===== config.mk =====
export PLATFORM = sky130hd
export DESIGN_NAME = apb3_master_bridge
export DESIGN_NICKNAME = d
export VERILOG_FILES = /design/src/rtl/apb3_pkg.sv /design/src/rtl/apb3_master_bridge.sv
export SDC_FILE = /design/constraint.sdc
export NUM_CORES = 1
export LEC_CHECK = 0
export CAP_MARGIN = 15
export CORE_UTILIZATION = 35
export CTS_BUF_LIST = sky130_fd_sc_hd__clkbuf_2
export DETAILED_ROUTE_END_ITERATION = 8
export HOLD_SLACK_MARGIN = 0.05
export PLACE_DENSITY = 0.71
export SLEW_MARGIN = 30
export SYNTH_ARGS = -nofsm -noshare
export SYNTH_HDL_FRONTEND = slang
export SYNTH_SLANG_ARGS = --single-unit

===== constraint.sdc =====
create_clock -name io_apb_PCLK -period 3.2 [get_ports io_apb_PCLK]
set_input_delay 0.48 -clock io_apb_PCLK [delete_from_list [all_inputs] [get_ports io_apb_PCLK]]
set_output_delay 0.48 -clock io_apb_PCLK [all_outputs]
set_load 0.02 [all_outputs]

===== src/rtl/apb3_pkg.sv =====
// Shared APB3 definitions: default bus widths and master FSM state encoding.
// Reused by the APB router and any further APB masters.
package apb3_pkg;

    localparam int ADDR_W_DEF = 16;
    localparam int DATA_W_DEF = 32;
    localparam int CNT_W      = 16;

    typedef enum logic [1:0] {
        ST_IDLE   = 2'd0,
        ST_SETUP  = 2'd1,
        ST_ACCESS = 2'd2,
        ST_RESP   = 2'd3
    } apb_state_e;

endpackage


===== src/rtl/apb3_master_bridge.sv =====
// Valid/ready command stream to APB3 master bridge, with a wait-state timeout
// and a valid/ready response stream. One transfer is in flight at a time.
//
// state     | meaning
// ----------+---------------------------------------------------------------
// ST_IDLE   | cmd_ready=1, waiting for a command
// ST_SETUP  | PSEL=1, PENABLE=0 for exactly one cycle
// ST_ACCESS | PSEL=1, PENABLE=1 until PREADY or the timeout fires
// ST_RESP   | rsp_valid=1, holding the response until rsp_ready
module apb3_master_bridge
    import apb3_pkg::*;
#(
    parameter int          ADDR_W         = ADDR_W_DEF,
    parameter int          DATA_W         = DATA_W_DEF,
    parameter int unsigned TIMEOUT_CYCLES = 255
) (
    input  logic              io_apb_PCLK,
    input  logic              io_apb_PRESET,

    input  logic              cmd_valid,
    output logic              cmd_ready,
    input  logic [ADDR_W-1:0] cmd_addr,
    input  logic              cmd_write,
    input  logic [DATA_W-1:0] cmd_wdata,

    output logic              rsp_valid,
    input  logic              rsp_ready,
    output logic [DATA_W-1:0] rsp_rdata,
    output logic              rsp_error,

    output logic [ADDR_W-1:0] io_apb_PADDR,
    output logic              io_apb_PSEL,
    output logic              io_apb_PENABLE,
    input  logic              io_apb_PREADY,
    output logic              io_apb_PWRITE,
    output logic [DATA_W-1:0] io_apb_PWDATA,
    input  logic [DATA_W-1:0] io_apb_PRDATA,
    input  logic              io_apb_PSLVERROR
);

    localparam logic [CNT_W-1:0] TIMEOUT_LIM = CNT_W'(TIMEOUT_CYCLES);
    localparam bit               TIMEOUT_EN  = (TIMEOUT_CYCLES != 0);

    apb_state_e       state;
    logic [CNT_W-1:0] wait_cnt;
    logic [CNT_W-1:0] wait_cnt_inc;
    logic             timeout_hit;

    // Byte-lane bits of the address are dropped; transfers are word aligned.
    logic unused_addr_bits;
    assign unused_addr_bits = ^cmd_addr[1:0];

    assign cmd_ready = (state == ST_IDLE);

    always_comb begin
        wait_cnt_inc = (&wait_cnt) ? wait_cnt : wait_cnt + 1'b1;
        timeout_hit  = TIMEOUT_EN && (wait_cnt_inc >= TIMEOUT_LIM);
    end

    always_ff @(posedge io_apb_PCLK or negedge io_apb_PRESET) begin
        if (!io_apb_PRESET) begin
            state          <= ST_IDLE;
            wait_cnt       <= '0;
            io_apb_PADDR   <= '0;
            io_apb_PSEL    <= 1'b0;
            io_apb_PENABLE <= 1'b0;
            io_apb_PWRITE  <= 1'b0;
            io_apb_PWDATA  <= '0;
            rsp_valid      <= 1'b0;
            rsp_rdata      <= '0;
            rsp_error      <= 1'b0;
        end else begin
            case (state)
                ST_IDLE: begin
                    if (cmd_valid) begin
                        io_apb_PADDR  <= {cmd_addr[ADDR_W-1:2], 2'b00};
                        io_apb_PWRITE <= cmd_write;
                        io_apb_PWDATA <= cmd_write ? cmd_wdata : '0;
                        io_apb_PSEL   <= 1'b1;
                        wait_cnt      <= '0;
                        state         <= ST_SETUP;
                    end
                end

                ST_SETUP: begin
                    io_apb_PENABLE <= 1'b1;
                    state          <= ST_ACCESS;
                end

                ST_ACCESS: begin
                    // PREADY is checked first so it wins over a simultaneous timeout.
                    if (io_apb_PREADY) begin
                        rsp_rdata      <= io_apb_PWRITE ? '0 : io_apb_PRDATA;
                        rsp_error      <= io_apb_PSLVERROR;
                        io_apb_PSEL    <= 1'b0;
                        io_apb_PENABLE <= 1'b0;
                        rsp_valid      <= 1'b1;
                        state          <= ST_RESP;
                    end else begin
                        wait_cnt <= wait_cnt_inc;
                        if (timeout_hit) begin
                            rsp_rdata      <= '0;
                            rsp_error      <= 1'b1;
                            io_apb_PSEL    <= 1'b0;
                            io_apb_PENABLE <= 1'b0;
                            rsp_valid      <= 1'b1;
                            state          <= ST_RESP;
                        end
                    end
                end

                ST_RESP: begin
                    if (rsp_ready) begin
                        rsp_valid <= 1'b0;
                        wait_cnt  <= '0;
                        state     <= ST_IDLE;
                    end
                end

                default: begin
                    state <= ST_IDLE;
                end
            endcase
        end
    end

endmodule


# [Word-level counts from Yosys, hierarchy flattened]
# Index checks and enable logic that the tools add are counted.
[op_classes] addsub=1 multipliers=0 div_mod_pow=0 order_cmp=1 n_eq_ne=7 n_shift=0 n_mux=24 bitwise_logic=0 n_reduce_logical=14
[ops] operator="$mux 32" count=4
[ops] operator="$mux 16" count=4
[ops] operator="$pmux 16 s3" count=1
[ops] operator="$add 16x1->16 const B" count=1
[ops] operator="$ge 16x8->1 const B" count=1
[ops] operator="$reduce_and 16->1" count=1
[ops] operator="$reduce_and 3->1" count=3
[ops] operator="$mux 2" count=4
[ops] operator="$pmux 2 s4" count=1
[ops] operator="$reduce_bool 2->1" count=4
[ops] operator="$mux 1" count=7
[ops] operator="$ne 2x2->1 const B" count=3
[ops] operator="$pmux 1 s2" count=3
[ops] operator="$reduce_and 2->1" count=3
[ops] operator="$eq 2x2->1 const B" count=2
[ops] operator="$reduce_and 4->1" count=1
[ops] operator="$ne 3x3->1 const B" count=1
[ops] operator="$reduce_bool 3->1" count=1
[ops] operator="$eq 2x1->1 const B" count=1
[ops] operator="$logic_not 2->1" count=1
[word_totals] reg_bits=101 latchBits=0 ramBits=0 rom_bits=0 in_bits=87 output_inout_bits=86 mem_count=0

# [Depth between registers and ports, before layout]
[logic_depth] ltp_word=6 ltp_mapped=9 ltp_nobuf=8

# [Least setup slack after synthesis]
# Ideal clock, no wire load.
[synth_timing] path_type="register to register" from="register wait_cnt[0]" to="register rsp_valid" t_arrival_ns=2.268 required_ns=3.074 path_slack_ns=0.806 path_stages_with_launch=8 n_path_buf=0 cell_sequence="dfrtp_1 -> ha_1 -> nand3_1 -> nor4_1 -> mux2i_1 -> o21ai_1 -> or3_4 -> a221o_1"
[synth_via] elab_chain_cells=5
[synth_rtl] item="from (decl)" line_no="apb3_master_bridge.sv:45" text="logic [CNT_W-1:0] wait_cnt;"
[synth_rtl] item="from (signal assigned)" line_no="apb3_master_bridge.sv:100" text="wait_cnt <= wait_cnt_inc;"
[synth_rtl] item="$add 16x1->16 or $reduce_and 16->1 (tied branches)" line_no="apb3_master_bridge.sv:56" text="wait_cnt_inc = (&wait_cnt) ? wait_cnt : wait_cnt + 1'b1;"
[synth_rtl] item="$mux 16 *" line_no="apb3_master_bridge.sv:56"
[synth_rtl] item="$ge 16x8->1 *" line_no="apb3_master_bridge.sv:57" text="timeout_hit = TIMEOUT_EN && (wait_cnt_inc >= TIMEOUT_LIM);"
[synth_rtl] item="$ne 3x3->1 (no source line) *"
[synth_rtl] item="$reduce_and 3->1 (no source line) *"
[synth_rtl] item="to (signal assigned)" line_no="apb3_master_bridge.sv:69" text="rsp_valid <= 1'b0;"
[synth_rtl] item="to (signal assigned)" line_no="apb3_master_bridge.sv:97" text="rsp_valid <= 1'b1;"
[synth_rtl] item="to (signal assigned)" line_no="apb3_master_bridge.sv:106" text="rsp_valid <= 1'b1;"
[synth_rtl] item="to (decl)" line_no="apb3_master_bridge.sv:26" text="output logic rsp_valid,"
# Mark *: on every way between the ends. The rest lies on a longest branch, timed or not.
# A chain may end at the register's enable or synchronous reset.

# [Worst setup path in the final report]
[layout_timing] from="register wait_cnt[0]" to="register rsp_rdata[17]"
[layout_via] elab_chain_cells=5
[layout_rtl] item="$add 16x1->16 or $reduce_and 16->1 (tied branches)" line_no="apb3_master_bridge.sv:56"
[layout_rtl] item="$mux 16 *" line_no="apb3_master_bridge.sv:56"
[layout_rtl] item="$ge 16x8->1 *" line_no="apb3_master_bridge.sv:57"
[layout_rtl] item="$reduce_bool 2->1 (no source line) *"
[layout_rtl] item="$reduce_and 2->1 (no source line) *"
[layout_rtl] item="to (signal assigned)" line_no="apb3_master_bridge.sv:93" text="rsp_rdata <= io_apb_PWRITE ? '0 : io_apb_PRDATA;"
[layout_rtl] item="to (decl)" line_no="apb3_master_bridge.sv:28" text="output logic [DATA_W-1:0] rsp_rdata,"
# Marks and branches as above.

==> parameters.txt <==
Parameter                              Value

Status
  Result of the run ... complete, no violations

Flow run
  Max-capacitance violation count ... 0

Logic synthesis
  Asr flop ratio synth ... 100%
  FF+latch count, synth ... 101
  Mean post-synth cell area ... 10.5 um2
  EDFF count, synth ... 0
  Most used flip-flop cell after synthesis ... dfrtp_1
  Part of the Yosys area used for sequential elements ... 55.7%
  Cell types with the largest area share after synthesis ... dfrtp_1 56%, nand2_1 7.3%, a22o_1 6.4%
  Post-synthesis instance area ... 0.00454 mm2
  Warning count from the yosys run ... 0
  Netlist cell types ... 53
  Proportion of netlist area held by the largest area contributor ... a little under three fifths
  Biggest area consumer among synthesized cells ... dfrtp_1
  Cell count after synthesis ... 432

Critical path
  Crit path DAT ... 3.29 ns
  Worst Setup Start Kind ... flop
  Type of element capturing the critical path ... flop
  Worst setup path class ... flop to flop
  Required time of the critical path ... 3.74 ns
  CP max-delay cell ... dfrtp_1
  Largest stage delay on the critical path ... ~0.50 ns
  Cells along the critical path ... ha_1 > nand3_1 > nor4_1 > mux2i_1 > o21ai_1 > o31ai_4 > buf_4 > a22o_1
  Critical Path Fanout Max ... 33

STA
  Worst slew margin ... 37.8%
  Setup Skew ... between 0.02 and 0.025 ns
  Setup repair after global routing missed its margin ... false
  Final number of max-transition violations ... 0
  Number of hold violations in the final report ... 0
  Final setup violation count ... 0
  Setup TNS ... 0 ns
  Post-route minimum period ... about 2.8 ns
  Maximum achievable frequency ... between 300 and 400 MHz
  Final critical-path share of the clock period ... 86.0%
  Worst Tran Pin Value ... 0.929 ns
  Slack of the critical path ... 0.448 ns

Clock network
  CTS Sinks ... about 100
  Hold buffer count at cts ... 1
  H-tree depth reported by CTS ... 3
  Root buffer cell ... clkbuf_2
  Latest clock arrival within the worst-skew pair ... 0.59 ns
  Clock Tree Buf Depth ... 2
  TritonCTS clock tree ... yes
  Clock buffer count from CTS ... 9
  Buffers inserted by post-CTS timing repair ... 0
  Number of gates resized after CTS ... 0
  CTS clock-pin slew for the worst setup and hold paths ... roughly 0.25 ns

Floorplanning
  Die H ... between 100 and 150 um
  DIE AREA ... 0.0134 mm2
  Die extent in x ... 116 um
  Std-Cell Core Area ... 0.0126 mm2
  # rows ... between 40 and 50
  I/O Pins ... 173
  Starting density of the core ... 36.0%

Route
  Sum of routed wire length over all layers ... 11600 um
  Post-DRT Antenna Nets ... 0
  Via count of the routed design ... 3896
  Detailed-route wire length per cell ... 15.2 um
  Router iterations before antenna repair ... 7
  Post-DR vias/cell ... approximately 5
  DRC violation total after the first TritonRoute iteration ... 289
  Remaining routing DRC violations ... 0

Power and ir drop
  Static Leak ... roughly 2.7 nW
  Worst-case vdd ir drop ... 0.398 mV
  Net Sw Power ... 0.00215 W
  Power after layout ... 0.00548 W
  Power density cells ... roughly 850 mW/mm2
  Share of total power in the clock network ... between 10% and 20%
  Share of total power consumed by net switching ... 39.3%
  Sequential group share of total power ... 37.7%
  Logic gate share of total power ... 51.9%
  Design internal power ... 0.00333 W

Global routing
  Combined global-route utilization of all metal layers ... roughly 18%
  Wire length of the first global-routing pass ... 18300 um
  Antenna violations before repair ... 1
  Maximum number of pins on one net before global-route repair ... 52
  Total overflow reported by the global router ... 0
  Vias in the first global route ... 3760

Cells and area
  Final std cell area, no fill ... 0.00643 mm2
  Number of fill cells ... about 1200
  Post-synthesis to final-layout area growth ... 41.7%
  Final Instance Count excl. Fillers ... 765
  Share of post-route cells with drive strength above 1 ... 8.95%
  Total number of nets in the final design ... 680

Place
  Cell Area, Placed ... 0.00632 mm2
  Detailed placement HPWL ... ~8000 um
  Inst Count DP ... 749
  Pre-CTS setup slack ... 0.552 ns
  Buffers on Ports ... roughly 170
  Routability congestion estimate from global placement ... 0.864

Min path
  Path class of the lowest-slack min-delay path ... input port to flop
## area by class of cell
class / instances / area [um2] / share of cell area [%]
Sequential cell: 101 / 2530 / 39.3
Multi-Input combinational cell: 293 / 1810 / 28.1
Timing Repair Buffer: 178 / 1760 / 27.3
Tap cell: 172 / 215 / 3.34
Clock inverter: 5 / 53.8 / 0.836
Clock buffer: 9 / 45.0 / 0.700
Inverter: 6 / 22.5 / 0.350
Antenna cell: 1 / 2.50 / 0.0389
## power by group through the flow
stage / clock network [W] / registers [W] / logic, W
2_1_floorplan: 0 / 0.00267 / 0.000892
3_3_place_gp: 0 / 0.00207 / 0.00282
3_5_place_dp: 0 / 0.00210 / 0.00285
4_1_cts: 0.000606 / 0.00207 / 0.00287
5_1_grt: 0.000642 / 0.00214 / 0.00306
6_report: 0.000571 / 0.00207 / 0.00284
## cells in the final DEF, fill, tap and decap left out, types with 2 or more instances in the layout
cell type	instances
nor2_1	10
and4_4	3
nand2b_1	2
nor2b_1	2
nand4_1	7
xnor2_1	4
nand4_2	2
clkdlybuf4s50_1	167
o31ai_1	2
a21o_1	3
nor3_1	4
nor3b_1	2
conb_1	2
ha_1	4
dfrtp_1	101
and3_1	2
buf_4	10
clkbuf_2	9
a21oi_1	12
nand3_1	9
a22o_1	33
a31oi_1	8
nand2_1	87
clkinv_1	2
o211ai_1	2
inv_1	6
nor4_1	3
mux2i_1	2
mux2_2	16
o21ai_0	48
## Yosys cell counts, types with 2 or more instances
| cell type | instances |
|---|---|
| o211ai_1 | 2 |
| nor2b_1 | 2 |
| buf_2 | 3 |
| nand4_1 | 7 |
| and3_1 | 2 |
| nand2b_1 | 2 |
| nor3b_1 | 2 |
| a21o_1 | 3 |
| inv_1 | 6 |
| o31ai_1 | 2 |
| a22o_1 | 33 |
| a21oi_1 | 12 |
| nor4_1 | 3 |
| nand2_1 | 88 |
| ha_1 | 4 |
| a31oi_1 | 8 |
| mux2_2 | 16 |
| buf_4 | 8 |
| xnor2_1 | 4 |
| clkbuf_1 | 17 |
| nor2_1 | 11 |
| nand3_1 | 9 |
| and4_4 | 3 |
| nor3_1 | 4 |
| nand4_2 | 2 |
| o21ai_0 | 48 |
| dfrtp_1 | 101 |
| mux2i_1 | 2 |
| buf_6 | 4 |
## sequential cells by signal, indices dropped and copies added, names as in the netlist
| name | count |
|---|---|
| io_apb_PWDATA | 32 |
| rsp_valid | 1 |
| rsp_error | 1 |
| wait_cnt | 16 |
| state | 2 |
| io_apb_PADDR | 14 |
| io_apb_PENABLE | 1 |
| io_apb_PWRITE | 1 |
| io_apb_PSEL | 1 |
| rsp_rdata | 32 |
## worst paths after layout
path	from	end	slack (ns)	cells past startpoint
setup / recovery	wait_cnt[0]$_DFFE_PN0P_	rsp_rdata[17]$_DFFE_PN0P_	0.45	8
setup reg to reg	wait_cnt[0]$_DFFE_PN0P_	rsp_rdata[17]$_DFFE_PN0P_	0.45	8
hold reg to reg	io_apb_PWDATA[21]$_DFFE_PN0P_	io_apb_PWDATA[21]$_DFFE_PN0P_	0.51	2
hold / removal	cmd_wdata[16]	io_apb_PWDATA[16]$_DFFE_PN0P_	0.39	3
min in group asynchronous	io_apb_PRESET	wait_cnt[10]$_DFFE_PN0P_	0.41	2
max in group asynchronous	io_apb_PRESET	io_apb_PWDATA[3]$_DFFE_PN0P_	1.99	3
## metal layers
layer	track usage [%]	share of wire [%]
met3	6.75	10
met4	5.21	1.6
met2	28.5	47
met5	0	0
met1	21.5	42
## worst max-delay path, delay by kind of cell, from the launching register on
| family | cells | cell delay, ns |
|---|---|---|
| simple gates | 2 | 0.63 |
| compound gates | 3 | 0.58 |
| flops | 1 | 0.50 |
| buf+inv | 1 | 0.36 |
| mux | 1 | 0.32 |
| fa+ha+maj | 1 | 0.29 |
## logic make-up after synthesis
group / count (synthesis) / share of synthesized area (%)
mux: 18 / 4.41
xor+xnor: 4 / 0.772
compound gates: 118 / 17.6
simple gates: 147 / 15.7
other cells: 1 / 0.0826
flops: 101 / 55.7
buf+inv: 39 / 4.63
fa+ha+maj: 4 / 1.10
## through the flow
step	utilization, %	hold slack [ns]
after detailed placement	50.1	0.470
after CTS	51.0	0.342
after global placement	50.1	0.463
final	51.0	0.394
after floorplan	-	0.184
after global routing	51.0	0.346
No activity file was read; power rests on OpenSTA's default activity.
